**src/rtl/bcd_seg_display_driver.sv**
```systemverilog
`default_nettype none
// ============================================================================
// Module   : bcd_seg_display_driver
// Brief    : Periodically requests a binary-to-BCD conversion, captures the
//            4-digit packed BCD result on the converter's ready pulse, and
//            drives a 4-digit time-multiplexed common-anode 7-seg display.
// Options  : BCD_DISP_BLANK_LZ_EN - when defined, leading zeros are blanked
//            (digit 0 is never blanked; nibbles > 9 count as nonzero).
// Revision : 1.0 - initial release
// ============================================================================
module bcd_seg_display_driver #(
  parameter int REFRESH_DIV = 100000,   // dwell per digit, >= 2
  parameter int SAMPLE_DIV  = 10000000, // idle cycles between requests, >= 1
  parameter int TIMEOUT     = 255       // max wait cycles for bcd_rdy
) (
  input  logic        clk,
  input  logic        rst,
  input  logic [15:0] bcd_in,
  input  logic        bcd_rdy,
  output logic        conv_en,
  output logic [3:0]  an,
  output logic [6:0]  seg,
  output logic        dp,
  output logic        timeout_err
);

  localparam int REF_W = $clog2(REFRESH_DIV);
  localparam int SMP_W = $clog2(SAMPLE_DIV + 1);
  localparam int WT_W  = $clog2(TIMEOUT + 1);

  localparam logic [REF_W-1:0] C_REF_LAST  = REF_W'(REFRESH_DIV - 1);
  localparam logic [SMP_W-1:0] C_SMP_LAST  = SMP_W'(SAMPLE_DIV - 1);
  localparam logic [WT_W-1:0]  C_WAIT_LAST = WT_W'(TIMEOUT - 1);
  localparam logic [6:0]       C_SEG_BLANK = 7'h7F;

  typedef enum logic [1:0] {
    ST_REQ  = 2'd0,
    ST_WAIT = 2'd1,
    ST_IDLE = 2'd2
  } state_t;

  state_t            state_q, state_d;
  logic [15:0]       disp_q, disp_d;
  logic              terr_q, terr_d;
  logic              conv_en_q, conv_en_d;
  logic [WT_W-1:0]   wait_cnt_q, wait_cnt_d;
  logic [SMP_W-1:0]  smp_cnt_q, smp_cnt_d;
  logic [REF_W-1:0]  ref_cnt_q, ref_cnt_d;
  logic [1:0]        idx_q, idx_d;
  logic [3:0]        an_q, an_d;
  logic [6:0]        seg_q, seg_d;
  logic              dp_q, dp_d;
  logic [3:0]        nib;
  logic              blank;

  // Active-low gfedcba pattern for one BCD nibble; invalid codes show a dash.
  function automatic logic [6:0] seg_decode(input logic [3:0] n);
    logic [6:0] s;
    case (n)
      4'd0:    s = 7'b1000000;
      4'd1:    s = 7'b1111001;
      4'd2:    s = 7'b0100100;
      4'd3:    s = 7'b0110000;
      4'd4:    s = 7'b0011001;
      4'd5:    s = 7'b0010010;
      4'd6:    s = 7'b0000010;
      4'd7:    s = 7'b1111000;
      4'd8:    s = 7'b0000000;
      4'd9:    s = 7'b0010000;
      default: s = 7'b0111111;
    endcase
    return s;
  endfunction

  // Request FSM: pulse conv_en, wait for ready (bounded), then idle until next sample.
  always_comb begin
    state_d    = state_q;
    disp_d     = disp_q;
    terr_d     = terr_q;
    conv_en_d  = 1'b0;
    wait_cnt_d = wait_cnt_q;
    smp_cnt_d  = smp_cnt_q;
    case (state_q)
      ST_REQ: begin
        conv_en_d  = 1'b1;
        wait_cnt_d = '0;
        state_d    = ST_WAIT;
      end
      ST_WAIT: begin
        wait_cnt_d = wait_cnt_q + 1'b1;
        // A ready pulse on the terminal count still counts as an answer.
        if (bcd_rdy) begin
          disp_d    = bcd_in;
          terr_d    = 1'b0;
          smp_cnt_d = '0;
          state_d   = ST_IDLE;
        end else if (wait_cnt_q == C_WAIT_LAST) begin
          terr_d    = 1'b1;
          smp_cnt_d = '0;
          state_d   = ST_IDLE;
        end
      end
      ST_IDLE: begin
        if (smp_cnt_q == C_SMP_LAST) begin
          smp_cnt_d = '0;
          state_d   = ST_REQ;
        end else begin
          smp_cnt_d = smp_cnt_q + 1'b1;
        end
      end
      default: state_d = ST_REQ;
    endcase
  end

  // Digit scan and registered anode/segment/dp generation.
  always_comb begin
    ref_cnt_d = ref_cnt_q + 1'b1;
    idx_d     = idx_q;
    if (ref_cnt_q == C_REF_LAST) begin
      ref_cnt_d = '0;
      idx_d     = idx_q + 2'd1;
    end
    nib = disp_q[{idx_q, 2'b00} +: 4];
`ifdef BCD_DISP_BLANK_LZ_EN
    case (idx_q)
      2'd3:    blank = (disp_q[15:12] == 4'h0);
      2'd2:    blank = (disp_q[15:8]  == 8'h00);
      2'd1:    blank = (disp_q[15:4]  == 12'h000);
      default: blank = 1'b0;
    endcase
`else
    blank = 1'b0;
`endif
    an_d  = ~(4'b0001 << idx_q);
    seg_d = blank ? C_SEG_BLANK : seg_decode(nib);
    dp_d  = ~((idx_q == 2'd0) & terr_q);
  end

  // State and datapath registers with asynchronous reset.
  always_ff @(posedge clk or posedge rst) begin
    if (rst) begin
      state_q    <= ST_REQ;
      disp_q     <= 16'h0000;
      terr_q     <= 1'b0;
      conv_en_q  <= 1'b0;
      wait_cnt_q <= '0;
      smp_cnt_q  <= '0;
      ref_cnt_q  <= '0;
      idx_q      <= 2'd0;
      an_q       <= 4'b1111;
      seg_q      <= C_SEG_BLANK;
      dp_q       <= 1'b1;
    end else begin
      state_q    <= state_d;
      disp_q     <= disp_d;
      terr_q     <= terr_d;
      conv_en_q  <= conv_en_d;
      wait_cnt_q <= wait_cnt_d;
      smp_cnt_q  <= smp_cnt_d;
      ref_cnt_q  <= ref_cnt_d;
      idx_q      <= idx_d;
      an_q       <= an_d;
      seg_q      <= seg_d;
      dp_q       <= dp_d;
    end
  end

  assign conv_en     = conv_en_q;
  assign an          = an_q;
  assign seg         = seg_q;
  assign dp          = dp_q;
  assign timeout_err = terr_q;

endmodule
`default_nettype wire

```
**config.mk**
```make
export PLATFORM = sky130hd
export DESIGN_NAME = bcd_seg_display_driver
export DESIGN_NICKNAME = d
export VERILOG_FILES = /design/src/rtl/bcd_seg_display_driver.sv
export SDC_FILE = /design/constraint.sdc
export NUM_CORES = 1
export LEC_CHECK = 0
export ABC_AREA = 1
export ABC_CLOCK_PERIOD_IN_PS = 2300
export CAP_MARGIN = 20
export CELL_PAD_IN_SITES_DETAIL_PLACEMENT = 0
export CELL_PAD_IN_SITES_GLOBAL_PLACEMENT = 2
export CORE_ASPECT_RATIO = 0.8
export CORE_MARGIN = 3
export CORE_UTILIZATION = 32
export CTS_CLUSTER_SIZE = 40
export DETAILED_ROUTE_END_ITERATION = 6
export MAX_ROUTING_LAYER = met4
export PLACE_DENSITY = 0.76
export REMOVE_ABC_BUFFERS = 1
export SLEW_MARGIN = 20
export SYNTH_ARGS = -nofsm -noshare
export SYNTH_HDL_FRONTEND = slang
export SYNTH_SLANG_ARGS = --single-unit
```
**constraint.sdc**
```tcl
create_clock -name clk -period 2.3 [get_ports clk]
set_input_delay 0.23 -clock clk [delete_from_list [all_inputs] [get_ports clk]]
set_output_delay 0.23 -clock clk [all_outputs]
set_load 0.03 [all_outputs]
```
==> metrics.yaml, run 1 <==
synth_area_um2: 4480
crit_path_end_kind: "output port"
num-fill-cells: 1425
rows: 38
synth_adder_area_share_pct: 3.63
p_leak_nw: 2.43
crit_family: "buffers and inverters"
cts.sinks: 83
drive_gt1_share_pct: 11.9
synth.distinct_cells: 36
register_area_um2: 2090
crit_buf_inv: 1
drtPass1Iterations: 4
num_antenna_cells: 0
port_buffers: 32
maxClockFrequency_ghz: 0.568
powerDensity_nw_per_um2: 892
period_minus_slack_ns: 1.76
final_core_util_pct: 39.1
p_comb_share_pct: 27.6
slowest_delay_ns: 0.66
drv_slew: 0
clkPwrFrac_pct: 31.3
worst_pin_slew_ns: 0.592
arrival_ns: 1.53
grt_max_degree: 32
wire_per_inst_um: 12.9
tritoncts: "yes"
rsz0062_at_grt: "false"
syn_avg_cell_area_um2: 7.92
avgViaCountPerCell: 4.54
multiInputGateArea_um2: 2070
initial_utilization_pct: 32.9
worstHoldPathType: "input port to asynchronous set/reset pin"
core_region_area_um2: 13600
cts_root_buf: "clkbuf_16"
grt_pass1_vias: 3669
synth_cells: 566
insertion_delay_ns: 0.34
critical_path.max_fanout: 1
yosys.area_share.simple_pct: 32.3
postCtsSetupRepairBufs: 0
dr.first_iter.drc_count: 243
vias: 3604
internal-power_w: 0.00311
place.gp.congestion: 0.835
die_area_um2: 15500
yosys_register_bits: 83
area_growth_pct: 19.0
antenna_found_initial: 0
power_w: 0.00476
routed_wl_um: 10200
report.final.setup_viol: 0
swShare_pct: 34.7
hold_viol: 0
cp_data_required_time_ns: 2.07
stdcell_count: 793
max-cap-violations: 0
hpwlAfterDp_um: 7580
crit_type: "flop to output port"
cts_hold_buf: 0
grt.total_usage_pct: 14.7
synth_top_family_by_area: "simple AND/OR/NAND/NOR gates"
grt_pass1_wl_um: 17900
yosysSeqAreaShare_pct: 46.7
synth_xor_xnor_area_share_pct: 4.10
slowest_stage: "clkdlybuf4s50_1"
seqPwrFrac_pct: 41.1
p_sw_w: 0.00165
numCtsBuffers: 9
fin_skew_ns: 0.00636
vdd_drop_max_mv: 0.368
startpoint_type: "flop"
cts.htree.levels: 3
outcome: "completed"
gr-total-overflow: 0
ant_nets: 0
synthMuxAreaShare_pct: 0
cts_resized: 0
die_w_um: 138
clk_pin_slew_ns: 0.06
layout.nets: 640
io_pins: 33
clk_path_buf_depth: 2
synth_warnings: 0
maxSlewHeadroom_pct: 60.5
synth_compound_area_share_pct: 6.11
cp_cell_sequence: "clkdlybuf4s50_1"
drcViolationCount: 0
post-route-period-util_pct: 76.6
dieHeight_um: 112
dp_cells: 777
[worst paths after layout]
path | to | depth (start not counted) | start | slack [ns]
worst min register to register | dp | 1 | timeout_err | 0.42
worst max-delay path | an[1] | 1 | an[1] | 0.54
min in group clk | dp | 1 | timeout_err | 0.42
worst max register to register | seg[4] | 9 | idx_q[0] | 0.55
max in group asynchronous | seg[3] | 3 | rst | 1.41
worst min-delay path | smp_cnt_q[3] | 2 | rst | 0.26
[cells in the mapped netlist, drive strengths merged]
master,n,area (um2)
o211ai,2,15.0
a31oi,2,12.5
nor3,12,70.1
inv,73,274
or2,2,12.5
nor2,64,293
dfrtp,71,1780
nor4,1,6.26
nand2,185,737
nor3b,2,15.0
nand3,42,235
xnor2,5,43.8
clkbuf,1,3.75
o21ai,27,143
dfstp,12,315
nand4,12,75.1
a21o,2,15.0
nor2b,1,6.26
buf,5,42.5
ha,13,163
a31o,1,8.76
o21bai,1,7.51
o31ai,1,7.51
xor2,16,140
a21oi,13,65.1
[power by group through the flow]
stage / Clock (W) / Sequential, W / Combinational [W]
floorplan: 0 / 0.00210 / 0.000751
global placement: 0 / 0.00199 / 0.00132
detailed placement: 0 / 0.00199 / 0.00133
CTS: 0.00154 / 0.00196 / 0.00134
global route: 0.00161 / 0.00200 / 0.00150
finish: 0.00149 / 0.00196 / 0.00131
[flip-flops by register name, summed over array words and instances, names as in the netlist]
register / cells
smp_cnt_q: 24
dp: 1
an: 4
wait_cnt_q: 8
seg: 7
ref_cnt_q: 17
timeout_err: 1
idx_q: 2
disp_q: 16
state_q: 2
conv_en: 1
[logic make-up (layout without fill, tap and decap cells)]
family,Yosys count,after routing
AOI/OAI and AO/OA,49,49
xor gates and xnor gates,21,21
adders and majority gates,13,13
buffers and inverters,79,126
DFF,83,83
and+or+nand+nor,321,321
[area by class of cell]
class / count / area share [%]
clock buffers: 11 / 4.55
inverters: 73 / 5.16
clock inverters: 5 / 1.13
flip-flops and latches: 83 / 39.2
well taps: 180 / 4.22
repair buffers: 37 / 6.94
multi-input cells: 404 / 38.8
[placed cells by master, fill, tap and decap left out, types with 8 or more instances in the layout]
cell | netlist | routed
nand2_1 | 174 | 174
dfrtp_1 | 71 | 71
inv_1 | 67 | 66
nor2_1 | 53 | 53
nand3_1 | 37 | 37
clkdlybuf4s50_1 | 0 | 32
o21ai_0 | 20 | 20
xor2_1 | 16 | 16
a21oi_1 | 13 | 13
ha_1 | 13 | 13
nand4_1 | 12 | 12
dfstp_2 | 12 | 12
nor3_1 | 10 | 10
clkbuf_16 | 0 | 9
nand2_2 | 8 | 8
[metrics by stage]
stage	TNS, ns	hold WS (ns)	worst slack (ns)	area [um2]
after floorplan	-3.33	0.340	-0.0469	4440
after global placement	0	0.414	0.544	5030
after detailed placement	0	0.414	0.523	5030
after CTS	0	0.276	0.499	5340
after global routing	0	0.295	0.305	5340
final	0	0.260	0.538	5340
[routing by layer]
layer  track usage, %  part of all wire, %  vias to the layer above
li1                 -                    -                     1872
met4             2.76                 0.80                        0
met3             4.16                  3.6                        6
met5                -                    0                        -
met1             20.5                   52                     1667
met2             21.7                   43                       59
Note: power is estimated with default switching activity, not from simulation.
==> run 2: changes to the inputs <==
--- a/config.mk
+++ b/config.mk
@@ -6,7 +6,7 @@
 export NUM_CORES = 1
 export LEC_CHECK = 0
 export ABC_AREA = 1
-export ABC_CLOCK_PERIOD_IN_PS = 2300
+export ABC_CLOCK_PERIOD_IN_PS = 1400
 export CAP_MARGIN = 20
 export CELL_PAD_IN_SITES_DETAIL_PLACEMENT = 0
 export CELL_PAD_IN_SITES_GLOBAL_PLACEMENT = 2
==> constraint.sdc (replaced) <==
create_clock -name clk -period 1.4 [get_ports clk]
set_input_delay 0.14 -clock clk [delete_from_list [all_inputs] [get_ports clk]]
set_output_delay 0.14 -clock clk [all_outputs]
set_load 0.03 [all_outputs]
==> run 2 against run 1 <==
Against the previous run: the run now ends with setup timing left; register-to-register slack worse by 0.58 ns; die area did not move; total power up 89%; critical path depth rose by 9; count of clock-buffer cells in the layout unchanged; combinational power increased to 2.7 times the previous value; design area is 22% higher; wire length rose by 15%.
==> metrics.yaml, run 2 (synthesis gave the netlist of run 1 again) <==
cts_hold_buf: 0
tritoncts: "yes"
avgViaCountPerCell: 4.54
cp_data_required_time_ns: 1.67
hpwlAfterDp_um: 7980
dr.first_iter.drc_count: 213
gr-total-overflow: 0
top_regs: "smp_cnt_q x24, ref_cnt_q x17, disp_q x16"
report.final.setup_viol: 19
final_cell_mix: "nand2_1, buf_4, dfrtp_1"
worstHoldPathType: "input port to asynchronous set/reset pin"
core_region_area_um2: 13600
cts.sinks: 83
wire_per_inst_um: 13.4
dieHeight_um: 112
fin_skew_ns: 0.00813
crit_path_start: "idx_q[0]"
insertion_delay_ns: 0.35
crit_type: "flop to flop"
routed_wl_um: 11800
ant_nets: 0
maxClockFrequency_ghz: 0.698
critical_path.max_fanout: 8
drcViolationCount: 0
p_leak_nw: 2.95
clk_path_buf_depth: 2
outcome: "finished with violations"
layout.nets: 724
powerDensity_nw_per_um2: 1390
violations: "setup timing"
startpoint_type: "flop"
setup_slack_ns: -0.0330
io_pins: 33
max-cap-violations: 0
place_area_um2: 5500
regMostFlops: "smp_cnt_q"
numCtsBuffers: 9
cts_root_buf: "clkbuf_16"
slowest_stage: "dfrtp_2"
antenna_found_initial: 1
rsz0062_at_grt: "true"
vias: 3979
drtPass1Iterations: 4
drive_gt1_share_pct: 36.8
post-route-period-util_pct: 102
drv_slew: 0
die_w_um: 138
place.gp.congestion: 0.865
slowest_delay_ns: 0.48
initial_utilization_pct: 32.9
grt_max_degree: 44
area_growth_pct: 44.8
crit_top_cell: "inv_2"
period_minus_slack_ns: 1.43
largest_register_ffs: 24
crit_path_end_kind: "flop"
final_cell_area_um2: 6490
grt.total_usage_pct: 16.5
num_antenna_cells: 0
arrival_ns: 1.71
port_buffers: 32
final_common_cell: "nand2_1"
maxSlewHeadroom_pct: 77.1
cts.htree.levels: 3
rows: 38
die_area_um2: 15500
grt_pass1_wl_um: 20200
grt_pass1_vias: 4099
clk_pin_slew_ns: 0.06
worst_pin_slew_ns: 0.341
vdd_drop_max_mv: 0.788
hold_viol: 0
cp_cell_sequence: "inv_2 -> nand2_2 -> nand3_2 -> nand2_4 -> ha_4 -> inv_2 -> nor2_1 -> inv_1 -> nand3_1 -> nand2_1"
timing.rr.start: "idx_q[0]"
final_core_util_pct: 47.6
[run 2: cell count changes in the layout (fill, tap and decap cells not counted), moves of 9 or more]
cell / change
nand2_4: +9
nand2_1: -28
buf_4: +69
inv_1: -11
nor2_4: +10
o21ai_0: -13
ha_1: -9
nand3_1: -9
buf_6: +10
nor2_2: +9
clkdlybuf4s50_1: -14
nor2_1: -18
ha_4: +9
nand2_2: +20
[run 2: final cells by class]
| class | instances | area (um2) |
|---|---|---|
| fill | 1329 | 7150 |
| multi-input combinational | 406 | 2560 |
| sequential | 83 | 2100 |
| timing repair buffer | 119 | 1040 |
| inverter | 73 | 288 |
| clock buffer | 11 | 243 |
| tap | 180 | 225 |
| clock inverter | 4 | 28.8 |
[run 2: path summary, 6_finish.rpt]
check                                     end  slack (ns)  depth (start not counted)
worst max register to register         seg[3]       -0.03                         10
max in group asynchronous              seg[5]        0.96                          3
worst min-delay path            wait_cnt_q[0]        0.16                          3
worst max-delay path                   seg[3]       -0.03                         10
min in group clk                    disp_q[8]        0.33                          3
worst min register to register     disp_q[15]        0.48                          2
[run 2: where the power goes]
part / leakage (nW) / internal (W) / total [W] / switching [W]
Sequential: 1.06 / 0.00293 / 0.00322 / 0.000294
Clock: 0.128 / 0.00124 / 0.00223 / 0.000993
Combinational: 1.76 / 0.00154 / 0.00356 / 0.00202
Total: 2.95 / 0.00571 / 0.00902 / 0.00331
[run 2: timing repair]
action,CTS,global route
gates cloned,2,0
pin swaps,35,35
endpoints found under the setup margin,64,59
resized for setup,92,95
buffers inserted,15,12
[run 2: layer usage]
metal  track usage [%]  routed length [um]  vias up
met5                 -                   0        -
met2              24.5                5300       50
met1              22.6                5920     1872
met3              4.47                 455        9
met4              3.95                  94        0
li1                  -                   -     2048
[run 2: worst max-delay path, delay by kind of cell (launching register included)]
kind          cells  cell delay (ns)
simple gates      6             0.40
fa+ha+maj         1             0.28
flops             1             0.48
buf+inv           3             0.19
[run 2: per-stage QoR]
step	setup slack [ns]	setup TNS [ns]	instances	total power, W	hold slack, ns
floorplan	-0.857	-65.21	560	0.00468	0.250
global placement	-0.211	-6.03	836	0.00582	0.464
detailed placement	-0.263	-6.97	836	0.00585	0.468
CTS	-0.0578	-0.666	866	0.00865	0.170
global route	-0.122	-2.87	876	0.00958	0.197
finish	-0.0330	-0.316	876	0.00902	0.158
